**src/rtl/aes_key_loader_pkg.sv**
```systemverilog
// Shared constants, state encoding and key-slot address map for the AES key loader.
// The AES_KEY_LOADER_READBACK_EN build option uses the RB_* states declared here.
package aes_key_loader_pkg;

  localparam int unsigned NumKeys       = 3;
  localparam int unsigned KeyWords      = 6;
  localparam int unsigned WordWidth     = 32;
  localparam int unsigned AddrWidth     = 64;
  localparam int unsigned TimeoutCycles = 256;
  localparam int unsigned SelWidth      = 2;
  localparam int unsigned WordIdxWidth  = $clog2(KeyWords);
  localparam int unsigned KeyBits       = KeyWords * WordWidth;

  localparam logic [AddrWidth-1:0] AesBase = 64'h0000_0000_1010_0000;

  // Each slot's key registers start at a fixed word offset inside the AES block.
  localparam logic [AddrWidth-1:0] KeySlotBase [NumKeys] = '{
    AesBase + 64'd20,
    AesBase + 64'd80,
    AesBase + 64'd104
  };

  typedef enum logic [2:0] {
    IDLE    = 3'd0,
    REQ     = 3'd1,
    RESP    = 3'd2,
    RB_REQ  = 3'd3,
    RB_RESP = 3'd4,
    FIN     = 3'd5,
    ABORT   = 3'd6
  } state_e;

  function automatic logic [AddrWidth-1:0] word_addr(input logic [AddrWidth-1:0] base,
                                                     input logic [WordIdxWidth-1:0] word);
    return base + AddrWidth'({word, 2'b00});
  endfunction

endpackage

```
**src/rtl/aes_key_loader_timeout.sv**
```systemverilog
// Response watchdog: loaded when a transaction is granted, counts cycles spent waiting
// for the response and flags expiry once the budget is used up.
module aes_key_loader_timeout #(
  parameter int unsigned Cycles = 256
) (
  input  logic clk_i,
  input  logic rst_ni,
  input  logic load_i,
  input  logic clear_i,
  input  logic en_i,
  output logic expire_o
);

  localparam int unsigned CntWidth = $clog2(Cycles + 1);

  logic [CntWidth-1:0] count_reg;
  logic                armed_reg;

  // Loaded with Cycles-1 so that expiry is seen on the Cycles-th waiting cycle.
  always_ff @(posedge clk_i or negedge rst_ni) begin
    if (!rst_ni) begin
      count_reg <= '0;
      armed_reg <= 1'b0;
    end else if (load_i) begin
      count_reg <= CntWidth'(Cycles - 1);
      armed_reg <= 1'b1;
    end else if (clear_i) begin
      count_reg <= '0;
      armed_reg <= 1'b0;
    end else if (en_i && (count_reg != '0)) begin
      count_reg <= count_reg - 1'b1;
    end
  end

  assign expire_o = armed_reg && (count_reg == '0);

endmodule

```
**src/rtl/aes_key_loader.sv**
```systemverilog
// Bus initiator that copies one 192-bit key from the key store into an AES key slot.
// Define AES_KEY_LOADER_READBACK_EN to verify every written word with a read-back.
module aes_key_loader
  import aes_key_loader_pkg::*;
(
  input  logic                                clk_i,
  input  logic                                rst_ni,
  input  logic                                load_req_i,
  input  logic [SelWidth-1:0]                 load_sel_i,
  input  logic [NumKeys*KeyWords*WordWidth-1:0] key_data_i,
  output logic                                busy_o,
  output logic                                done_o,
  output logic                                err_o,
  output logic                                bus_req_o,
  input  logic                                bus_gnt_i,
  output logic                                bus_we_o,
  output logic [AddrWidth-1:0]                bus_addr_o,
  output logic [WordWidth-1:0]                bus_wdata_o,
  output logic [3:0]                          bus_be_o,
  input  logic                                bus_rvalid_i,
  input  logic [WordWidth-1:0]                bus_rdata_i,
  input  logic                                bus_err_i
);

  localparam logic [WordIdxWidth-1:0] LastWord = WordIdxWidth'(KeyWords - 1);

  state_e                                  state_reg, state_next;
  logic [WordIdxWidth-1:0]                 word_reg, word_next;
  logic [KeyWords-1:0][WordWidth-1:0]      key_reg;
  logic [AddrWidth-1:0]                    base_reg;
  logic [KeyWords-1:0][WordWidth-1:0]      slot_bits [NumKeys];
  logic                                    sel_ok;
  logic                                    load_accept;
  logic                                    to_load;
  logic                                    to_en;
  logic                                    to_clear;
  logic                                    to_expire;

  for (genvar gi = 0; gi < NumKeys; gi++) begin : g_slot
    assign slot_bits[gi] = key_data_i[gi*KeyBits +: KeyBits];
  end

  assign sel_ok      = (load_sel_i < SelWidth'(NumKeys));
  assign load_accept = (state_reg == IDLE) && load_req_i && sel_ok;

  // The whole key is snapshotted at acceptance so key store updates cannot tear a load.
  always_ff @(posedge clk_i or negedge rst_ni) begin
    if (!rst_ni) begin
      state_reg <= IDLE;
      word_reg  <= '0;
      base_reg  <= '0;
      key_reg   <= '0;
    end else begin
      state_reg <= state_next;
      word_reg  <= word_next;
      if (load_accept) begin
        base_reg <= KeySlotBase[load_sel_i];
        key_reg  <= slot_bits[load_sel_i];
      end
    end
  end

  always_comb begin
    state_next = state_reg;
    word_next  = word_reg;
    to_load    = 1'b0;
    to_en      = 1'b0;
    unique case (state_reg)
      IDLE: begin
        if (load_req_i) begin
          word_next  = '0;
          state_next = sel_ok ? REQ : ABORT;
        end
      end
      REQ: begin
        if (bus_gnt_i) begin
          to_load    = 1'b1;
          state_next = RESP;
        end
      end
      RESP: begin
        if (bus_rvalid_i) begin
          if (bus_err_i) begin
            state_next = ABORT;
          end else begin
`ifdef AES_KEY_LOADER_READBACK_EN
            state_next = RB_REQ;
`else
            if (word_reg == LastWord) begin
              state_next = FIN;
            end else begin
              word_next  = word_reg + 1'b1;
              state_next = REQ;
            end
`endif
          end
        end else begin
          to_en = 1'b1;
          if (to_expire) state_next = ABORT;
        end
      end
`ifdef AES_KEY_LOADER_READBACK_EN
      RB_REQ: begin
        if (bus_gnt_i) begin
          to_load    = 1'b1;
          state_next = RB_RESP;
        end
      end
      RB_RESP: begin
        if (bus_rvalid_i) begin
          if (bus_err_i || (bus_rdata_i != key_reg[word_reg])) begin
            state_next = ABORT;
          end else if (word_reg == LastWord) begin
            state_next = FIN;
          end else begin
            word_next  = word_reg + 1'b1;
            state_next = REQ;
          end
        end else begin
          to_en = 1'b1;
          if (to_expire) state_next = ABORT;
        end
      end
`endif
      FIN:     state_next = IDLE;
      ABORT:   state_next = IDLE;
      default: state_next = IDLE;
    endcase
  end

  assign to_clear = (state_reg == IDLE);

  aes_key_loader_timeout #(
    .Cycles(TimeoutCycles)
  ) u_timeout (
    .clk_i   (clk_i),
    .rst_ni  (rst_ni),
    .load_i  (to_load),
    .clear_i (to_clear),
    .en_i    (to_en),
    .expire_o(to_expire)
  );

`ifndef AES_KEY_LOADER_READBACK_EN
  logic unused_rdata;
  assign unused_rdata = ^bus_rdata_i;
`endif

  // Outputs decode straight from state so an async reset clears them immediately.
  assign busy_o      = (state_reg == REQ) || (state_reg == RESP) ||
                       (state_reg == RB_REQ) || (state_reg == RB_RESP);
  assign done_o      = (state_reg == FIN);
  assign err_o       = (state_reg == ABORT);
  assign bus_req_o   = (state_reg == REQ) || (state_reg == RB_REQ);
  assign bus_we_o    = (state_reg == REQ);
  assign bus_addr_o  = bus_req_o ? word_addr(base_reg, word_reg) : '0;
  assign bus_wdata_o = (state_reg == REQ) ? key_reg[word_reg] : '0;
  assign bus_be_o    = bus_req_o ? 4'hF : 4'h0;

endmodule

```
**config.mk**
```make
export PLATFORM = sky130hd
export DESIGN_NAME = aes_key_loader
export DESIGN_NICKNAME = d
export VERILOG_FILES = /design/src/rtl/aes_key_loader_pkg.sv /design/src/rtl/aes_key_loader_timeout.sv /design/src/rtl/aes_key_loader.sv
export SDC_FILE = /design/constraint.sdc
export NUM_CORES = 1
export LEC_CHECK = 0
export ABC_AREA = 1
export ABC_CLOCK_PERIOD_IN_PS = 3300
export CAP_MARGIN = 30
export CORE_AREA = 8 8 277 279
export CTS_BUF_LIST = sky130_fd_sc_hd__clkbuf_8
export CTS_CLUSTER_SIZE = 16
export DETAILED_ROUTE_END_ITERATION = 8
export DIE_AREA = 0 0 285 287
export PLACE_DENSITY = 0.48
export SYNTH_ARGS = -nofsm -noshare
export SYNTH_HDL_FRONTEND = slang
export SYNTH_HIERARCHICAL = 1
export SYNTH_SLANG_ARGS = --single-unit
```
**constraint.sdc**
```tcl
create_clock -name clk_i -period 3.3 [get_ports clk_i]
set_input_delay 0.66 -clock clk_i [delete_from_list [all_inputs] [get_ports clk_i]]
set_output_delay 0.66 -clock clk_i [all_outputs]
set_load 0.02 [all_outputs]
```
Yosys cells after proc, flatten, opt, wreduce, memory -nomap -nowiden
Cells that the tools add are included.
{ "word_totals": {"ff_bits": 272, "in_bits": 616} }
{ "op_classes": {"n_addsub": 3, "n_lt_le_gt_ge": 3, "eq_ne": 13, "n_mux": 33, "bitwise_logic": 1, "reduce_logical": 16} }
{ "ops": {"columns": ["operator", "count"], "rows": [
  ["binary-select mux 192 bit (select 2 bit)", 1],
  ["two-way mux 192 bit", 2],
  ["two-way mux 64 bit", 3],
  ["binary-select mux 64 bit (select 2 bit)", 1],
  ["binary-select mux 32 bit (select 3 bit)", 1],
  ["adder 64 x 5 -> 64 bit", 1],
  ["two-way mux 32 bit", 2],
  ["two-way mux 3 bit", 11],
  ["two-way mux 9 bit", 3],
  ["== test 3 bit (second input constant)", 4],
  ["!= test 2 bit (second input constant)", 5],
  ["zero test 9 bit", 1],
  ["one-hot mux 3 bit (3 select lines)", 1],
  ["nonzero test 9 bit", 1],
  ["subtractor 9 x 1 -> 9 bit (second input constant)", 1],
  ["== test 3 x 2 -> 1 bit (second input constant)", 2],
  ["two-way mux 1 bit", 6],
  ["one-hot mux 3 bit (2 select lines)", 1],
  ["AND reduction 5 bit", 1],
  ["logical AND 1 bit", 4],
  ["logical OR 1 bit", 4],
  ["< comparator 3 x 4 -> 1 bit (second input constant)", 1],
  ["two-way mux 4 bit", 1],
  ["nonzero test 2 bit", 2],
  ["9 further kinds", 9]
]} }

Logic depth before layout (Yosys ltp)
{ "depth": {"ltp_word": 6, "mapped_depth": 12} }

Hierarchy
Netlist, hierarchy kept.
{ "by_module_without_submodules": {"columns": ["mod", "n_inst", "cells_each", "area_per_inst_um2"], "rows": [
  ["aes_key_loader", 1, 2472, 14911.8],
  ["aes_key_loader_timeout", 1, 93, 649.4]
]} }

Worst setup path after synthesis
Ideal clock, no wire load.
{ "synth_path": {"kind": "reg2out", "from": "register word_reg[1]", "to": "output port bus_addr_o[6]", "arrival_ps": 1999, "path_slack_ps": 641, "stages_incl_launch_ff": 12, "path_buffers": 2, "cell_sequence": "dfrtp_1 -> clkbuf_1 -> inv_1 -> buf_1 -> fa_1 -> inv_1 -> nand2_1 -> inv_1 -> nor2_1 -> nor2_1 -> nor2_1 -> nor2_1"} }
{ "synth_between": {"elab_chain_len": 2} }
{ "synth_rtl": {"columns": ["item", "line_no", "text"], "rows": [
  ["start, declared", "aes_key_loader.sv:28", "logic [WordIdxWidth-1:0] word_reg, word_next;"],
  ["start signal, assigned", "aes_key_loader.sv:55", "word_reg <= word_next;"],
  ["adder 64 x 5 -> 64 bit", "aes_key_loader_pkg.sv:35", "return base + AddrWidth'({word, 2'b00});"],
  ["two-way mux 64 bit", "aes_key_loader.sv:156", "assign bus_addr_o = bus_req_o ? word_addr(base_reg, word_reg) : '0;"],
  ["end, declared", "aes_key_loader.sv:17", "output logic [AddrWidth-1:0] bus_addr_o,"]
]} }
No other way between the ends.

Worst setup path in the final report
{ "layout_path": {"from": "register word_reg[2]", "to": "output port bus_addr_o[7]"} }
Same word-level chain as after synthesis.

==> out/qor.yml <==
status: "finished, final reports clean"
insertion_delay_ns: 0.59
power.combinational.fraction: 0.499
slew_headroom: 0.471
grt.overflow.total: 0
clockRootBuffer: "clkbuf_8"
yosys_warnings: 6
track_usage: 0.186
die_w_um: 285
cts_tree: "done"
routed_via_density: 4.22
grt_first_pass_wirelength_um: 116000
yosysSeqAreaShare: 0.343
syn_inst: 2565
drive_above_1_share: 0.0661
via_count: 17401
p_leak_nw: 11.6
nets: 3759
hold_path.class: "in -> async"
largest_reg_flops: 192
critPathKind: "reg -> out"
initial_core_util: 0.215
worstPathArrival_ns: 2.53
holdBufCountCts: 0
setup_viol: 0
drc: 0
gp_congestion: 0.822
final_cells: 4125
core_um2: 72300
crit-reg2reg-launch: "state_reg[0]"
dp.cells: 4042
cp-startpoint: "word_reg[2]"
reg2reg_to: "key_reg[70]"
dp_hpwl_um: 62700
multi_input_area_um2: 8120
antenna_found_initial: 3
drv_cap: 0
drv_slew: 0
worstMarginPinSlew_ns: 0.794
rows: 99
avgSynthCellArea_um2: 6.07
endpoint_kind: "primary output"
worstPathMaxFanout: 5
drt_iter0_drc: 900
first_global_vias: 18112
htree_num_levels: 2
final_util: 0.329
min_period_ns: 3.19
p_switching_w: 0.00644
first_pass_iters: 5
clockBufferDepth: 3
synth.distinct_cells: 31
finClkSkew_ns: 0.0167
hold_ws_ns: 0.0613
rrSetupSlack_ns: 1.37
rsz0062_at_grt: "true"
worstSetupEndpoint: "bus_addr_o[7]"
post_drt_wl_per_cell_um: 19.2
regArea_um2: 5340
ys_ff_latch: 213
startpoint_type: "flip-flop"
finalSetupTns_ns: 0
power_frac_seq: 0.311
syn_area_um2: 15600
drt_wl_total_um: 79400
clk_pin_slew_ns: 0.06
dieArea_um2: 81800
power.clock.fraction: 0.191
netSwitchingFraction: 0.441
syn_to_final_growth_pct: 52.9
clock-sinks: 213
power_density_nw_per_um2: 613
worst_ep_required_time_ns: 2.64
drt.antenna.violating_nets: 0
cts_buffers: 43
nFillCells: 8113
grt_max_degree: 145
die_h_um: 287
fmax_mhz: 314
ir_drop_mv: 0.308
p_int_w: 0.00816
place.port_buffers: 632
hold_viol_final: 0
ioPinCount: 721
period_share: 0.966
worst-r2r-cell-count: 7
==> power groups by stage <==
stage | Clock [W] | Combinational, W | Sequential [W]
2_1_floorplan | 0 | 0.00435 | 0.00430
3_3_place_gp | 0 | 0.00735 | 0.00457
3_5_place_dp | 0 | 0.00739 | 0.00457
4_1_cts | 0.00290 | 0.00742 | 0.00455
5_1_grt | 0.00302 | 0.00823 | 0.00468
6_report | 0.00278 | 0.00728 | 0.00453
==> logic make-up (layout without fill, tap and decap cells) <==
logic type | Yosys count | after routing | synth area share
AO/OA/AOI/OAI | 510 | 510 | 0.171
XOR/XNOR | 2 | 2 | 0.00113
adder cells (fa/ha/maj) | 10 | 10 | 0.00852
buffers and inverters | 540 | 1083 | 0.153
flip-flops | 213 | 213 | 0.343
other | 1 | 59 | 0.000241
AND/OR/NAND/NOR | 1289 | 1289 | 0.325
==> final cells by class <==
type	instances	share of cell area
multi-input cells	1867	0.341
repair buffers	691	0.296
flip-flops and latches	213	0.224
inverters	317	0.0507
well taps	959	0.0504
clock buffers	57	0.0330
clock inverters	18	0.00358
diodes	3	0.000316
==> worst max-delay path: stages, from the launching register on <==
cell	delay [ns]
dfrtp_1	0.45
ha_1	0.37
nand3_1	0.11
a21oi_1	0.21
and3_1	0.17
clkdlybuf4s50_1	0.64
==> cells in the mapped netlist <==
library cell | n | share of area
nand2_1 | 1054 | 0.25
o21ai_0 | 335 | 0.11
inv_1 | 314 | 0.076
dfrtp_1 | 213 | 0.34
nor2_1 | 116 | 0.028
clkbuf_1 | 85 | 0.021
nand3_1 | 79 | 0.025
buf_4 | 74 | 0.036
o21ai_1 | 69 | 0.022
a21oi_1 | 68 | 0.022
buf_2 | 49 | 0.016
o211ai_1 | 32 | 0.015
or2_2 | 22 | 0.0088
buf_1 | 14 | 0.0034
ha_1 | 9 | 0.0072
nand2_2 | 5 | 0.0020
o21ai_2 | 5 | 0.0028
nor2_2 | 4 | 0.0016
inv_2 | 3 | 0.00072
nand4_1 | 3 | 0.0012
nor3_1 | 2 | 0.00064
and2_1 | 1 | 0.00040
and3_1 | 1 | 0.00040
buf_6 | 1 | 0.00072
conb_1 | 1 | 0.00024
fa_1 | 1 | 0.0013
nand2_4 | 1 | 0.00072
nor3_4 | 1 | 0.0010
o21bai_1 | 1 | 0.00048
xnor2_1 | 1 | 0.00056
xor2_1 | 1 | 0.00056
==> through the flow <==
step / power (W) / setup WS, ns / instance area, um2
after global routing: 0.0159 / -0.0228 / 23800
after global placement: 0.0119 / 0.359 / 22800
final: 0.0146 / 0.112 / 23800
after CTS: 0.0149 / -0.0242 / 23700
after floorplan: 0.00865 / 0.641 / 15800
after detailed placement: 0.0120 / 0.350 / 22800
==> worst min path at each step <==
stage | depth (start not counted) | endpoint
floorplan | 0 | base_reg[28]
global route | 1 | u_timeout/count_reg[7]
detailed placement | 2 | key_reg[150]
CTS | 1 | u_timeout/count_reg[3]
global placement | 2 | base_reg[28]
finish | 1 | u_timeout/count_reg[7]
==> metal layers <==
metal / vias up / track usage / share of wire
li1: 8944 / - / -
met3: 79 / 0.0461 / 0.063
met2: 509 / 0.334 / 0.50
met1: 7869 / 0.223 / 0.42
met4: 0 / 0.0422 / 0.021
met5: - / 0 / 0
==> cell usage in the layout (no fill, tap or decap), types with 32 or more instances in the layout <==
cell	count
o21ai_1	69
inv_1	321
o21ai_0	335
clkbuf_8	58
nor2_1	115
nand2_1	1051
conb_1	56
buf_4	49
a21oi_1	63
nand3_1	78
o211ai_1	32
dfrtp_1	211
clkdlybuf4s50_1	594
==> repair_timing <==
item	CTS	global route
setup endpoints to repair	25	4
hold endpoints to repair	0	0
resized for setup	21	20
pin swaps	1	1
buffers inserted	3	2
Note: power is estimated with default switching activity, not from simulation.
